**config.mk**
```make
export PLATFORM = sky130hd
export DESIGN_NAME = wb_uart_tx
export DESIGN_NICKNAME = d
export VERILOG_FILES = /design/src/rtl/wb_uart_tx.sv
export SDC_FILE = /design/constraint.sdc
export NUM_CORES = 1
export LEC_CHECK = 0
export CORE_AREA = 2 2 128 130
export DETAILED_ROUTE_END_ITERATION = 6
export DIE_AREA = 0 0 130 132
export PLACE_DENSITY = 0.68
export REMOVE_ABC_BUFFERS = 1
export SLEW_MARGIN = 20
export SYNTH_ARGS = -nofsm -noshare
export SYNTH_HDL_FRONTEND = slang
export SYNTH_SLANG_ARGS = --single-unit
export TNS_END_PERCENT = 100
```
**constraint.sdc**
```tcl
create_clock -name wb_clk -period 4.1 [get_ports wb_clk]
set_clock_uncertainty 0.1 [all_clocks]
set_input_delay 0.41 -clock wb_clk [delete_from_list [all_inputs] [get_ports wb_clk]]
set_output_delay 0.41 -clock wb_clk [all_outputs]
set_load 0.05 [all_outputs]
```
**src/rtl/wb_uart_tx.sv**
```systemverilog
// wb_uart_tx: Wishbone classic slave that queues CPU bytes in a TX FIFO and shifts them out as 8N1 UART frames.
// Define WB_UART_TX_PARITY_EN to add a parity bit (even, or odd when CTRL[2]=1) between data and stop.
module wb_uart_tx #(
    parameter int          FIFO_DEPTH = 8,
    parameter logic [15:0] DIV_RESET  = 16'd433
) (
    input  logic        wb_clk,
    input  logic        wb_rst,
    input  logic [1:0]  wb_adr_i,
    input  logic [31:0] wb_dat_i,
    input  logic [3:0]  wb_sel_i,
    input  logic        wb_we_i,
    input  logic        wb_cyc_i,
    input  logic        wb_stb_i,
    input  logic [2:0]  wb_cti_i,
    input  logic [1:0]  wb_bte_i,
    output logic [31:0] wb_dat_o,
    output logic        wb_ack_o,
    output logic        wb_err_o,
    output logic        wb_rty_o,
    output logic        tx_o,
    output logic        irq_o
);

    localparam int AW = $clog2(FIFO_DEPTH);
    localparam int LW = AW + 1;
    localparam logic [LW-1:0] LEVEL_FULL = LW'(FIFO_DEPTH);

    localparam logic [2:0] S_IDLE   = 3'd0;
    localparam logic [2:0] S_START  = 3'd1;
    localparam logic [2:0] S_DATA   = 3'd2;
`ifdef WB_UART_TX_PARITY_EN
    localparam logic [2:0] S_PARITY = 3'd3;
`endif
    localparam logic [2:0] S_STOP   = 3'd4;

    localparam logic [1:0] A_TXDATA  = 2'd0;
    localparam logic [1:0] A_STATUS  = 2'd1;
    localparam logic [1:0] A_DIVISOR = 2'd2;
    localparam logic [1:0] A_CTRL    = 2'd3;

    logic [7:0]    fifoMem_q [FIFO_DEPTH];
    logic [AW-1:0] wrPtr_q, wrPtr_d, rdPtr_q, rdPtr_d;
    logic [LW-1:0] level_q, level_d;
    logic          ack_q, ack_d, rty_q, rty_d;
    logic [31:0]   rdData_q, rdData_d;
    logic          overflow_q, overflow_d;
    logic [15:0]   divisor_q, divisor_d;
    logic          enable_q, enable_d, irqEn_q, irqEn_d;
    logic [2:0]    state_q, state_d;
    logic [15:0]   baudCnt_q, baudCnt_d;
    logic [2:0]    bitCnt_q, bitCnt_d;
    logic [7:0]    shift_q, shift_d;
    logic          tx_q, tx_d;

    logic        accept, wrAccept, ctrlWr, pushReq, push, pop;
    logic        full, empty, busy, bitDone, oddParity;
    logic [31:0] regRead;
    logic        unused_ok;

    assign unused_ok = ^{wb_cti_i, wb_bte_i, wb_dat_i[31:16], wb_sel_i[3:2]};

    // A new access is only taken once the previous termination has been seen.
    assign accept   = wb_cyc_i & wb_stb_i & ~(ack_q | rty_q);
    assign wrAccept = accept & wb_we_i;
    assign ctrlWr   = wrAccept & (wb_adr_i == A_CTRL) & wb_sel_i[0];
    assign full     = (level_q == LEVEL_FULL);
    assign empty    = (level_q == '0);
    assign busy     = (state_q != S_IDLE);
    assign pushReq  = wrAccept & (wb_adr_i == A_TXDATA) & wb_sel_i[0];
    assign push     = pushReq & ~full;
    assign pop      = (state_q == S_IDLE) & enable_q & ~empty;
    assign bitDone  = (baudCnt_q == '0);

`ifdef WB_UART_TX_PARITY_EN
    logic oddParity_q, parityBit_q;

    // Parity is fixed when the byte is popped so a CTRL write mid-frame cannot corrupt it.
    always_ff @(posedge wb_clk or posedge wb_rst) begin
        if (wb_rst) begin
            oddParity_q <= 1'b0;
            parityBit_q <= 1'b0;
        end else begin
            if (ctrlWr) oddParity_q <= wb_dat_i[2];
            if (pop) parityBit_q <= (^fifoMem_q[rdPtr_q]) ^ oddParity_q;
        end
    end
    assign oddParity = oddParity_q;
`else
    assign oddParity = 1'b0;
`endif

    always_comb begin
        regRead = '0;
        case (wb_adr_i)
            A_STATUS:  regRead = {16'd0, 8'(level_q), 4'd0, overflow_q, empty, full, busy};
            A_DIVISOR: regRead = {16'd0, divisor_q};
            A_CTRL:    regRead = {29'd0, oddParity, irqEn_q, enable_q};
            default:   regRead = '0;
        endcase
    end

    always_comb begin
        ack_d      = 1'b0;
        rty_d      = 1'b0;
        rdData_d   = '0;
        overflow_d = overflow_q;
        divisor_d  = divisor_q;
        enable_d   = enable_q;
        irqEn_d    = irqEn_q;
        wrPtr_d    = wrPtr_q;
        rdPtr_d    = rdPtr_q;
        level_d    = level_q;
        if (accept) begin
            if (pushReq && full) begin
                rty_d      = 1'b1;
                overflow_d = 1'b1;
            end else begin
                ack_d = 1'b1;
                if (!wb_we_i) rdData_d = regRead;
            end
        end
        if (wrAccept && (wb_adr_i == A_STATUS) && wb_sel_i[0] && wb_dat_i[3]) overflow_d = 1'b0;
        if (wrAccept && (wb_adr_i == A_DIVISOR)) begin
            if (wb_sel_i[0]) divisor_d[7:0]  = wb_dat_i[7:0];
            if (wb_sel_i[1]) divisor_d[15:8] = wb_dat_i[15:8];
        end
        if (ctrlWr) begin
            enable_d = wb_dat_i[0];
            irqEn_d  = wb_dat_i[1];
        end
        if (push) wrPtr_d = wrPtr_q + 1'b1;
        if (pop)  rdPtr_d = rdPtr_q + 1'b1;
        case ({push, pop})
            2'b10:   level_d = level_q + 1'b1;
            2'b01:   level_d = level_q - 1'b1;
            default: level_d = level_q;
        endcase
    end

    // Every bit boundary reloads the baud counter from the live DIVISOR value.
    always_comb begin
        state_d   = state_q;
        baudCnt_d = baudCnt_q;
        bitCnt_d  = bitCnt_q;
        shift_d   = shift_q;
        tx_d      = tx_q;
        case (state_q)
            S_IDLE: begin
                tx_d = 1'b1;
                if (pop) begin
                    shift_d   = fifoMem_q[rdPtr_q];
                    baudCnt_d = divisor_q;
                    state_d   = S_START;
                    tx_d      = 1'b0;
                end
            end
            S_START: begin
                if (bitDone) begin
                    baudCnt_d = divisor_q;
                    bitCnt_d  = 3'd0;
                    state_d   = S_DATA;
                    tx_d      = shift_q[0];
                end else begin
                    baudCnt_d = baudCnt_q - 1'b1;
                end
            end
            S_DATA: begin
                if (bitDone) begin
                    baudCnt_d = divisor_q;
                    if (bitCnt_q == 3'd7) begin
`ifdef WB_UART_TX_PARITY_EN
                        state_d = S_PARITY;
                        tx_d    = parityBit_q;
`else
                        state_d = S_STOP;
                        tx_d    = 1'b1;
`endif
                    end else begin
                        bitCnt_d = bitCnt_q + 1'b1;
                        shift_d  = {1'b0, shift_q[7:1]};
                        tx_d     = shift_q[1];
                    end
                end else begin
                    baudCnt_d = baudCnt_q - 1'b1;
                end
            end
`ifdef WB_UART_TX_PARITY_EN
            S_PARITY: begin
                if (bitDone) begin
                    baudCnt_d = divisor_q;
                    state_d   = S_STOP;
                    tx_d      = 1'b1;
                end else begin
                    baudCnt_d = baudCnt_q - 1'b1;
                end
            end
`endif
            S_STOP: begin
                tx_d = 1'b1;
                if (bitDone) state_d = S_IDLE;
                else         baudCnt_d = baudCnt_q - 1'b1;
            end
            default: begin
                state_d = S_IDLE;
                tx_d    = 1'b1;
            end
        endcase
    end

    always_ff @(posedge wb_clk) begin
        if (push) fifoMem_q[wrPtr_q] <= wb_dat_i[7:0];
    end

    always_ff @(posedge wb_clk or posedge wb_rst) begin
        if (wb_rst) begin
            ack_q      <= 1'b0;
            rty_q      <= 1'b0;
            rdData_q   <= '0;
            overflow_q <= 1'b0;
            divisor_q  <= DIV_RESET;
            enable_q   <= 1'b0;
            irqEn_q    <= 1'b0;
            wrPtr_q    <= '0;
            rdPtr_q    <= '0;
            level_q    <= '0;
            state_q    <= S_IDLE;
            baudCnt_q  <= '0;
            bitCnt_q   <= '0;
            shift_q    <= '0;
            tx_q       <= 1'b1;
        end else begin
            ack_q      <= ack_d;
            rty_q      <= rty_d;
            rdData_q   <= rdData_d;
            overflow_q <= overflow_d;
            divisor_q  <= divisor_d;
            enable_q   <= enable_d;
            irqEn_q    <= irqEn_d;
            wrPtr_q    <= wrPtr_d;
            rdPtr_q    <= rdPtr_d;
            level_q    <= level_d;
            state_q    <= state_d;
            baudCnt_q  <= baudCnt_d;
            bitCnt_q   <= bitCnt_d;
            shift_q    <= shift_d;
            tx_q       <= tx_d;
        end
    end

    assign wb_ack_o = ack_q;
    assign wb_rty_o = rty_q;
    assign wb_err_o = 1'b0;
    assign wb_dat_o = rdData_q;
    assign tx_o     = tx_q;
    assign irq_o    = irqEn_q & empty & ~busy;

endmodule

```
; Word level (Yosys, flattened, before mapping)
; Memories as Yosys holds them, arrays and structs flattened.
; Index checks and enable logic that the tools add are counted.
[totals]
regBits = 94
latch_bits = 0
ramBits = 64
rom_bits = 0
in_bits = 48
word_cells = 118
mem_count = 1
[classes]
add_sub_neg = 6
multipliers = 0
div_mod_pow = 0
n_lt_le_gt_ge = 0
eq_ne = 17
shifts = 0
mux = 36
bitwise_logic = 17
reduce_logical = 25
[mem_list]
columns = memory, words, word_bits, rd, rd_ports_with_merged_regs, write_ports, line
row1 = fifoMem_q, 8, 8, 1, 0, 1, 42  ; logic [7:0] fifoMem_q [FIFO_DEPTH];
[ops]
columns = cell, count
row1 = 2-to-1 mux 32 bit, 3
row2 = case mux 16 bit (3 select lines), 2
row3 = 2-to-1 mux 16 bit, 3
row4 = 2-to-1 mux 8 bit, 3
row5 = 2-to-1 mux 3 bit, 7
row6 = zero test 16 bit, 1
row7 = case mux 8 bit (2 select lines), 1
row8 = "subtractor 16 x 1 -> 16 bit, second input constant", 1
row9 = "inequality test 2 bit, second input constant", 7
row10 = 2-to-1 mux 1 bit, 13
row11 = AND 1 bit, 12
row12 = case mux 3 bit (4 select lines), 1
row13 = nonzero test 2 bit, 5
row14 = "adder 3 x 1 -> 3 bit, second input constant", 3
row15 = case mux 4 bit (2 select lines), 1
row16 = AND reduction 2 bit, 4
row17 = AND reduction 4 bit, 2
row18 = "equality test 2 bit, second input constant", 3
row19 = "equality test 3 bit, second input constant", 2
row20 = case mux 3 bit (2 select lines), 1
row21 = nonzero test 3 bit, 2
row22 = logical AND 1 bit, 5
row23 = AND reduction 5 bit, 1
row24 = "adder 4 x 1 -> 4 bit, second input constant", 1
row25 = other kinds (13), 17

; Depth between registers and ports, before layout
; Gate-level depths: netlist of run 1.
[logic_depth]
depth_word = 10
ltp_mapped = 13
ltp_nobuf = 11

; Worst setup path before layout of run 1
; Ideal clock, no wire load.
[synth_path]
path_type = reg2reg
from = reg rty_q, in the netlist wb_rty_o
to = reg level_q[2]
setup_ps = 127
arrival_time_ps = 2968
slack_ps = 905
stages_incl_launch_ff = 12
n_path_buf = 0
synth_period_minus_slack_ps = 3195
cell_sequence = dfrtp_1 nor4bb_1 nand3_1 nor4_1 inv_1 ha_1 xor2_1 ha_1 a21oi_1 xor2_1 nor2_1 xor2_1
[synth_between]
elab_chain_len = 9
word_cells_on_any_way = 11
cone_classes = eq/ne: 2 / mux: 1 / bitwise: 7 / reduce/logical: 1
[synth_lines]
columns = element, line
row1 = "start, declared", 45  ; logic ack_q, ack_d, rty_q, rty_d;
row2 = "start signal, assigned", 234  ; rty_q <= rty_d;
row3 = bitwise OR 1 bit *, 64  ; assign accept = wb_cyc_i & wb_stb_i & ~(ack_q | rty_q);
row4 = inverter 1 bit *, 64
row5 = AND 1 bit *, 64
row6 = AND 1 bit *, 65  ; assign wrAccept = accept & wb_we_i;
row7 = AND 1 bit * (2 in series), 70  ; assign pushReq = wrAccept & (wb_adr_i == A_TXDATA) & wb_sel_i[0];
row8 = AND 1 bit *, 71  ; assign push = pushReq & ~full;
row9 = equality test 2 x 1 -> 1 bit / equality test 2 bit (equally long branches), 134  ; case ({push, pop})
row10 = case mux 4 bit (2 select lines) / nonzero test 2 bit (equally long branches), n/a
row11 = "end signal, assigned", 242  ; level_q <= level_d;
row12 = "end, declared", 44  ; logic [LW-1:0] level_q, level_d;
; Every way passes the cells marked *; elsewhere a longest branch is shown, timed or not.
; A chain may end at the register's enable or synchronous reset.

; Worst setup path after layout of run 1
[layout_path]
from = in wb_stb_i
to = reg level_q[2]
[layout_between]
elab_chain_len = 8
word_cells_on_any_way = 10
cone_classes = eq/ne: 2 / mux: 1 / bitwise: 6 / reduce/logical: 1
[layout_lines]
columns = element, line
row1 = "start, declared", 14  ; input logic wb_stb_i,
row2 = AND 1 bit * (2 in series), 64
row3 = AND 1 bit *, 65
row4 = AND 1 bit * (2 in series), 70
row5 = AND 1 bit *, 71
row6 = equality test 2 x 1 -> 1 bit / equality test 2 bit (equally long branches), 134
row7 = case mux 4 bit (2 select lines) / nonzero test 2 bit (equally long branches), n/a
; Marked as above.

==> reports/metrics.cfg, run 1 <==
[worst_setup_path]
critPathMaxFanout=5
critical_path_class=primary input to flip-flop
crit_required_ns=4.30
start_kind=primary input
end_kind=flip-flop
worstPathArrival_ns=3.37

[synth]
synthCells=494
synth-edff-count=64
synth_area_leaders=edfxtp_1 (30%), dfrtp_1 (28%), mux4_2 (5.6%)
synth_seq_area_share_pct=60.76
yosysMostFrequentCell=dfrtp_1
synthTopCellsByCount=dfrtp_1 (72), edfxtp_1 (64), nor2_1 (37), nand2_1 (34), mux2_2 (23)
synth_top_area_share_pct=30.09
synth_flop_cell=dfrtp_1
synth.avg_cell_area_um2=12.93
synth_warnings=0
synth_top_cell_by_area=edfxtp_1
synth-async-reset-ratio_pct=54.93
yosysUniqueCellTypes=57
ys_ff_latch=142
synth_area_um2=6387

[pwr]
ir_drop_v=0.0003605
p_per_area_nw_per_um2=590.8
power_mw=4.531
cellLeakagePower_nw=2.963

[timing]
rsz0062_at_grt=false
tns_ns=0
relSlewSlack_pct=47.02
worst_pin_slew_ns=0.7932
fmax_ghz=0.3151
drv_slew=0
hold_viol=0
period_minus_slack_ns=3.173
setup_violations=0
fin_crit_sh_pct=77.40

[detailed_routing]
drc=0
postRouteAntennaNets=0
wirelength_um=12900
drt_first_pass_iters=6
viasPerCell=5.228
avgRoutedWirePerCell_um=16.60
drtIter0Drc=285
vias=4062

[global_route]
antenna_found_initial=0
grt_max_degree=79
grt_usage_pct=16.23
grt_pass1_wl_um=21360
grt_pass1_vias=4090
overflow=0

[clock_network]
cts_root_buf=clkbuf_16
postCtsSetupRepairBufs=0
cts.clk_slew.worst_paths_ns=0.06
cts_hold_buf=0
clockBufferDepth=2
cts_made_buffers=17
clock_sinks=142
clk_latency_ns=0.43
cts-resized-gates=0
ctsHtreeMaxLevel=4
cts_tree=built

[die]
die_h_um=132
die-area_um2=17160
core_um2=15710
start_util_pct=40.65
fp-row-count=46
die_x_um=130
io_pins=85

[layout]
drive_gt1_share_pct=16.76
area_growth_pct=20.06
insertedDiodeCount=0
finalInstanceArea_um2=7669
fin_nets=605

[place]
place.gp.congestion=0.8169
place_area_um2=7054
io_buffer_count=44
dp_hpwl_um=8834

[min_path]
hp-class=primary input to async pin

[flow_run]
cap_violations=0

[status]
status=finished clean

[flip-flops by register name, indices dropped and copies added (netlist names), 3 cells and up]
name / flops
fifoMem_q: 64
baudCnt_q: 16
rdPtr_q: 3
state_q: 3
shift_q: 8
wrPtr_q: 3
bitCnt_q: 3
level_q: 4
divisor_q: 16
wb_dat_o: 16
[kinds of logic (layout without fill, tap and decap cells)]
logic type / count (synthesis) / in the layout / synth area share [%]
and+or+nand+nor: 154 / 154 / 12.32
DFF: 142 / 142 / 60.76
AOI/OAI and AO/OA: 85 / 85 / 9.266
buffers and inverters: 49 / 100 / 3.937
muxes: 46 / 46 / 10.79
adders and majority gates: 9 / 9 / 1.763
xor gates and xnor gates: 8 / 8 / 1.097
other: 1 / 17 / 0.05871
[metrics by stage]
step / instances / hold WS, ns / util, % / setup WS (ns)
after CTS: 777 / 0.3999 / 48.78 / 0.9291
after global routing: 777 / 0.4332 / 48.81 / 0.7404
after detailed placement: 745 / 0.3817 / 44.90 / 0.5171
final: 777 / 0.3810 / 48.81 / 0.9266
after floorplan: 471 / 0.3564 / - / 0.6341
after global placement: 745 / 0.3711 / 44.90 / 0.6096
[cell usage in the layout, fill, tap and decap left out, types with 4 or more instances in the layout]
cell	n
dfrtp_1	72
edfxtp_1	64
clkdlybuf4s50_1	44
nor2_1	37
nand2_1	34
mux2_2	23
a21oi_1	20
conb_1	17
clkbuf_16	17
nor3_1	16
mux4_2	16
nand3_1	14
a22oi_1	13
buf_4	13
o21ai_0	12
nor2b_1	11
and2_1	10
inv_1	9
ha_1	9
nand2b_1	8
mux2i_1	7
a211oi_1	7
o2bb2ai_1	7
dfstp_2	6
nor4_1	5
xor2_1	5
a2bb2oi_1	4
clkbuf_1	4
bufinv_16	4
[worst max-delay path, cell delays in order]
cell             delay [ns]
clkdlybuf4s50_1        0.45
nor4bb_1               0.49
nand3_1                0.30
nor4_1                 0.29
buf_4                  0.18
inv_1                  0.08
ha_1                   0.27
xor2_1                 0.17
ha_1                   0.18
a21oi_1                0.16
xor2_1                 0.18
nor2_1                 0.07
xor2_1                 0.14
[power by group]
part	switching [mW]	internal (mW)
Sequential	0.262	1.69
Clock	0.571	1.02
Combinational	0.499	0.488
[layout make-up]
cell class | instances | area, um^2
clock buffer | 21 | 440.4
tap | 216 | 270.3
sequential | 142 | 3881
fill | 1352 | 8044
timing repair buffer | 58 | 549.3
inverter | 10 | 37.54
multi-input combinational | 319 | 2320
clock inverter | 11 | 170.2
[final timing paths]
path	cells after the start	slack, ns	to	from
worst max-delay path	13	0.93	level_q[2]	wb_stb_i
worst min register to register	1	0.40	shift_q[6]	shift_q[6]
max in group asynchronous	3	2.99	divisor_q[11]	wb_rst
min in group wb_clk	1	0.40	shift_q[6]	shift_q[6]
worst max register to register	12	0.98	level_q[2]	wb_rty_o
worst min-delay path	3	0.38	wb_dat_o[15]	wb_rst
[layer usage]
layer	vias to the layer above	wire length (um)	global-route usage (%)
li1	1916	-	-
met1	2035	5784	22.19
met2	93	6348	24.81
met3	18	567	4.545
met4	0	198	5.914
met5	-	0	0
Power figures use the tool's default switching activity.
==> run 2, diff against run 1 <==
Clock period 4.1 ns to 3.07 ns, I/O delays scaled along.
==> run 2 against run 1 <==
Against the previous run: clock power rose by 35%; via count increased by 3.7%; global-route usage is 0.22 points higher; routed wire length grew 4.2%; power rose by 36%; clock-buffer cell count up 1; non-clock buffer count rose by 17; utilization increased by 0.99 points; setup slack worse by 0.67 ns; die area stayed put; cell count up 2.2%; critical path type is now flip-flop to output port; critical endpoint is now irq_o.
==> reports/metrics.cfg, run 2 (synthesis results as in run 1) <==
[die]
io_pins=85  ; unchanged
fp-row-count=46  ; unchanged
die_x_um=130  ; unchanged
die_h_um=132  ; unchanged
die-area_um2=17160  ; unchanged
core_um2=15710  ; unchanged
start_util_pct=40.65  ; unchanged

[global_route]
grtUsageMet3_pct=4.830  ; +0.28 points
grt_pass1_vias=4207  ; +2.9%
grt_max_degree=48  ; -39%
grt_usage_pct=16.45  ; +0.22 points
antenna_found_initial=0  ; unchanged
met2_usage_pct=25.95  ; +1.1 points
busiest_layer=met2
use_met1_pct=21.23  ; -0.96 points
overflow=0  ; unchanged
grt_pass1_wl_um=21490  ; +0.61%

[timing]
tns_ns=0  ; unchanged
period_minus_slack_ns=2.811
setup_violations=0  ; unchanged
fin_crit_sh_pct=91.58
fmax_ghz=0.3557
hold_viol=0  ; unchanged
fin_ws_ns=0.2585  ; -0.6680 ns
drv_slew=0  ; unchanged
relSlewSlack_pct=46.76  ; -0.26 points
rsz0062_at_grt=false
worst_pin_slew_ns=0.7985  ; +0.005342 ns

[layout]
area_growth_pct=22.49
drive_gt1_share_pct=19.55  ; +2.8 points
nFillCells=1328  ; -1.8%
layout_commonest_cell=dfrtp_1
fin_nets=622  ; +2.8%
insertedDiodeCount=0  ; unchanged
largest_register_ffs=64  ; unchanged
regMostFlops=fifoMem_q
final_cell_mix=dfrtp_1 (72), edfxtp_1 (64), clkdlybuf4s50_1 (44)

[pwr]
cellLeakagePower_nw=3.062  ; +3.3%
swShare_pct=29.36  ; -0.043 points
switchingPower_mw=1.806  ; +36%
pwr-share-seq_pct=42.2  ; -1.0 points
p_per_area_nw_per_um2=786.0  ; +33%
comb_power_share_pct=23.0  ; +1.2 points
ir_drop_v=0.0003930  ; +9.0%
power_frac_clock_pct=34.8  ; -0.2 points
internal_power_mw=4.344  ; +36%

[detailed_routing]
viasPerCell=5.305  ; +1.5%
wirelength_um=13440  ; +4.2%
drc=0  ; unchanged
avgRoutedWirePerCell_um=16.92  ; +1.9%
postRouteAntennaNets=0  ; unchanged
vias=4212  ; +3.7%
drt_first_pass_iters=5  ; -1
drtIter0Drc=221  ; -22%

[clock_network]
clockBufferDepth=2  ; unchanged
ctsHtreeMaxLevel=4  ; unchanged
cts_hold_buf=0  ; unchanged
cts_made_buffers=17  ; unchanged
postCtsSetupRepairBufs=0  ; unchanged
cts-resized-gates=0  ; unchanged
clock_sinks=142  ; unchanged
clk_latency_ns=0.42  ; about the same
cts.clk_slew.worst_paths_ns=0.06  ; about the same
cts_root_buf=clkbuf_16
cts_tree=built

[place]
io_buffer_count=44  ; unchanged
place.gp.congestion=0.8337  ; +2.1%
dp_hpwl_um=9509  ; +7.6%
place_worst_setup_slack_ns=-0.009749  ; -0.5268 ns

[worst_setup_path]
regToRegSetupSlack_ns=0.34  ; -0.64 ns
critPathMaxFanout=12  ; +7
start_kind=flip-flop
crit_required_ns=2.66  ; -1.64 ns
worstPathArrival_ns=2.40  ; -0.97 ns
end_kind=output port
critical_path_class=flip-flop to output port

[flow_run]
cap_violations=0  ; unchanged

[status]
status=finished clean

[min_path]
hp-class=primary input to async pin

==> run 2: cell count changes in the layout (fill, tap and decap cells not counted), sizes merged <==
cell / before / now
buf: 14 / 31
clkbuf: 21 / 22
clkinv: 4 / 5
clkinvlp: 3 / 1
==> run 2: metal layers <==
layer  part of all wire [%]  vias to the layer above
met3                    5.4                       28
met4                    2.0                        0
li1                       -                     1949
met1                     43                     2116
met2                     49                      119
met5                      0                        -
==> run 2: layout make-up <==
class                   count  area (um^2)  share of cell area, %
clock buffers              22        454.2                  5.805
clock inverters            10        163.9                  2.095
inverters                  10        37.54                 0.4798
multi-input cells         319         2331                  29.79
flip-flops and latches    142         3881                  49.61
well taps                 216        270.3                  3.454
repair buffers             75        685.7                  8.764
==> run 2: worst max-delay path: stages (launching register included) <==
cell             delay (ns)
dfrtp_1                0.49
nor3_2                 0.42
and3_1                 0.26
clkdlybuf4s50_1        0.81
==> run 2: worst paths after layout <==
| kind | cells past startpoint | start | endpoint |
|---|---|---|---|
| max in group asynchronous | 3 | wb_rst | divisor_q[0] |
| min in group wb_clk | 3 | wb_dat_i[12] | divisor_q[12] |
| worst min-delay path | 2 | wb_rst | wb_dat_o[14] |
| worst max register to register | 12 | wb_rty_o | level_q[2] |
| worst min register to register | 1 | shift_q[4] | shift_q[4] |
| worst max-delay path | 3 | state_q[0] | irq_o |
==> run 2: stage by stage <==
step / util (%) / cell area [um^2] / hold WS (ns) / std cells / total power, mW
2_1_floorplan: - / 6233 / 0.2838 / 471 / 3.540
3_3_place_gp: 45.79 / 7194 / 0.3724 / 762 / 3.974
3_5_place_dp: 45.79 / 7194 / 0.3796 / 762 / 4.030
4_1_cts: 49.72 / 7812 / 0.2447 / 794 / 6.167
5_1_grt: 49.79 / 7824 / 0.2867 / 794 / 6.447
6_report: 49.79 / 7824 / 0.2222 / 794 / 6.150
==> run 2: power by group through the flow <==
| stage | Clock, mW | Sequential (mW) | Combinational, mW |
|---|---|---|---|
| global route | 2.25 | 2.64 | 1.55 |
| detailed placement | 0 | 2.62 | 1.41 |
| global placement | 0 | 2.61 | 1.36 |
| finish | 2.14 | 2.60 | 1.41 |
| floorplan | 0 | 2.61 | 0.925 |
| CTS | 2.16 | 2.59 | 1.42 |
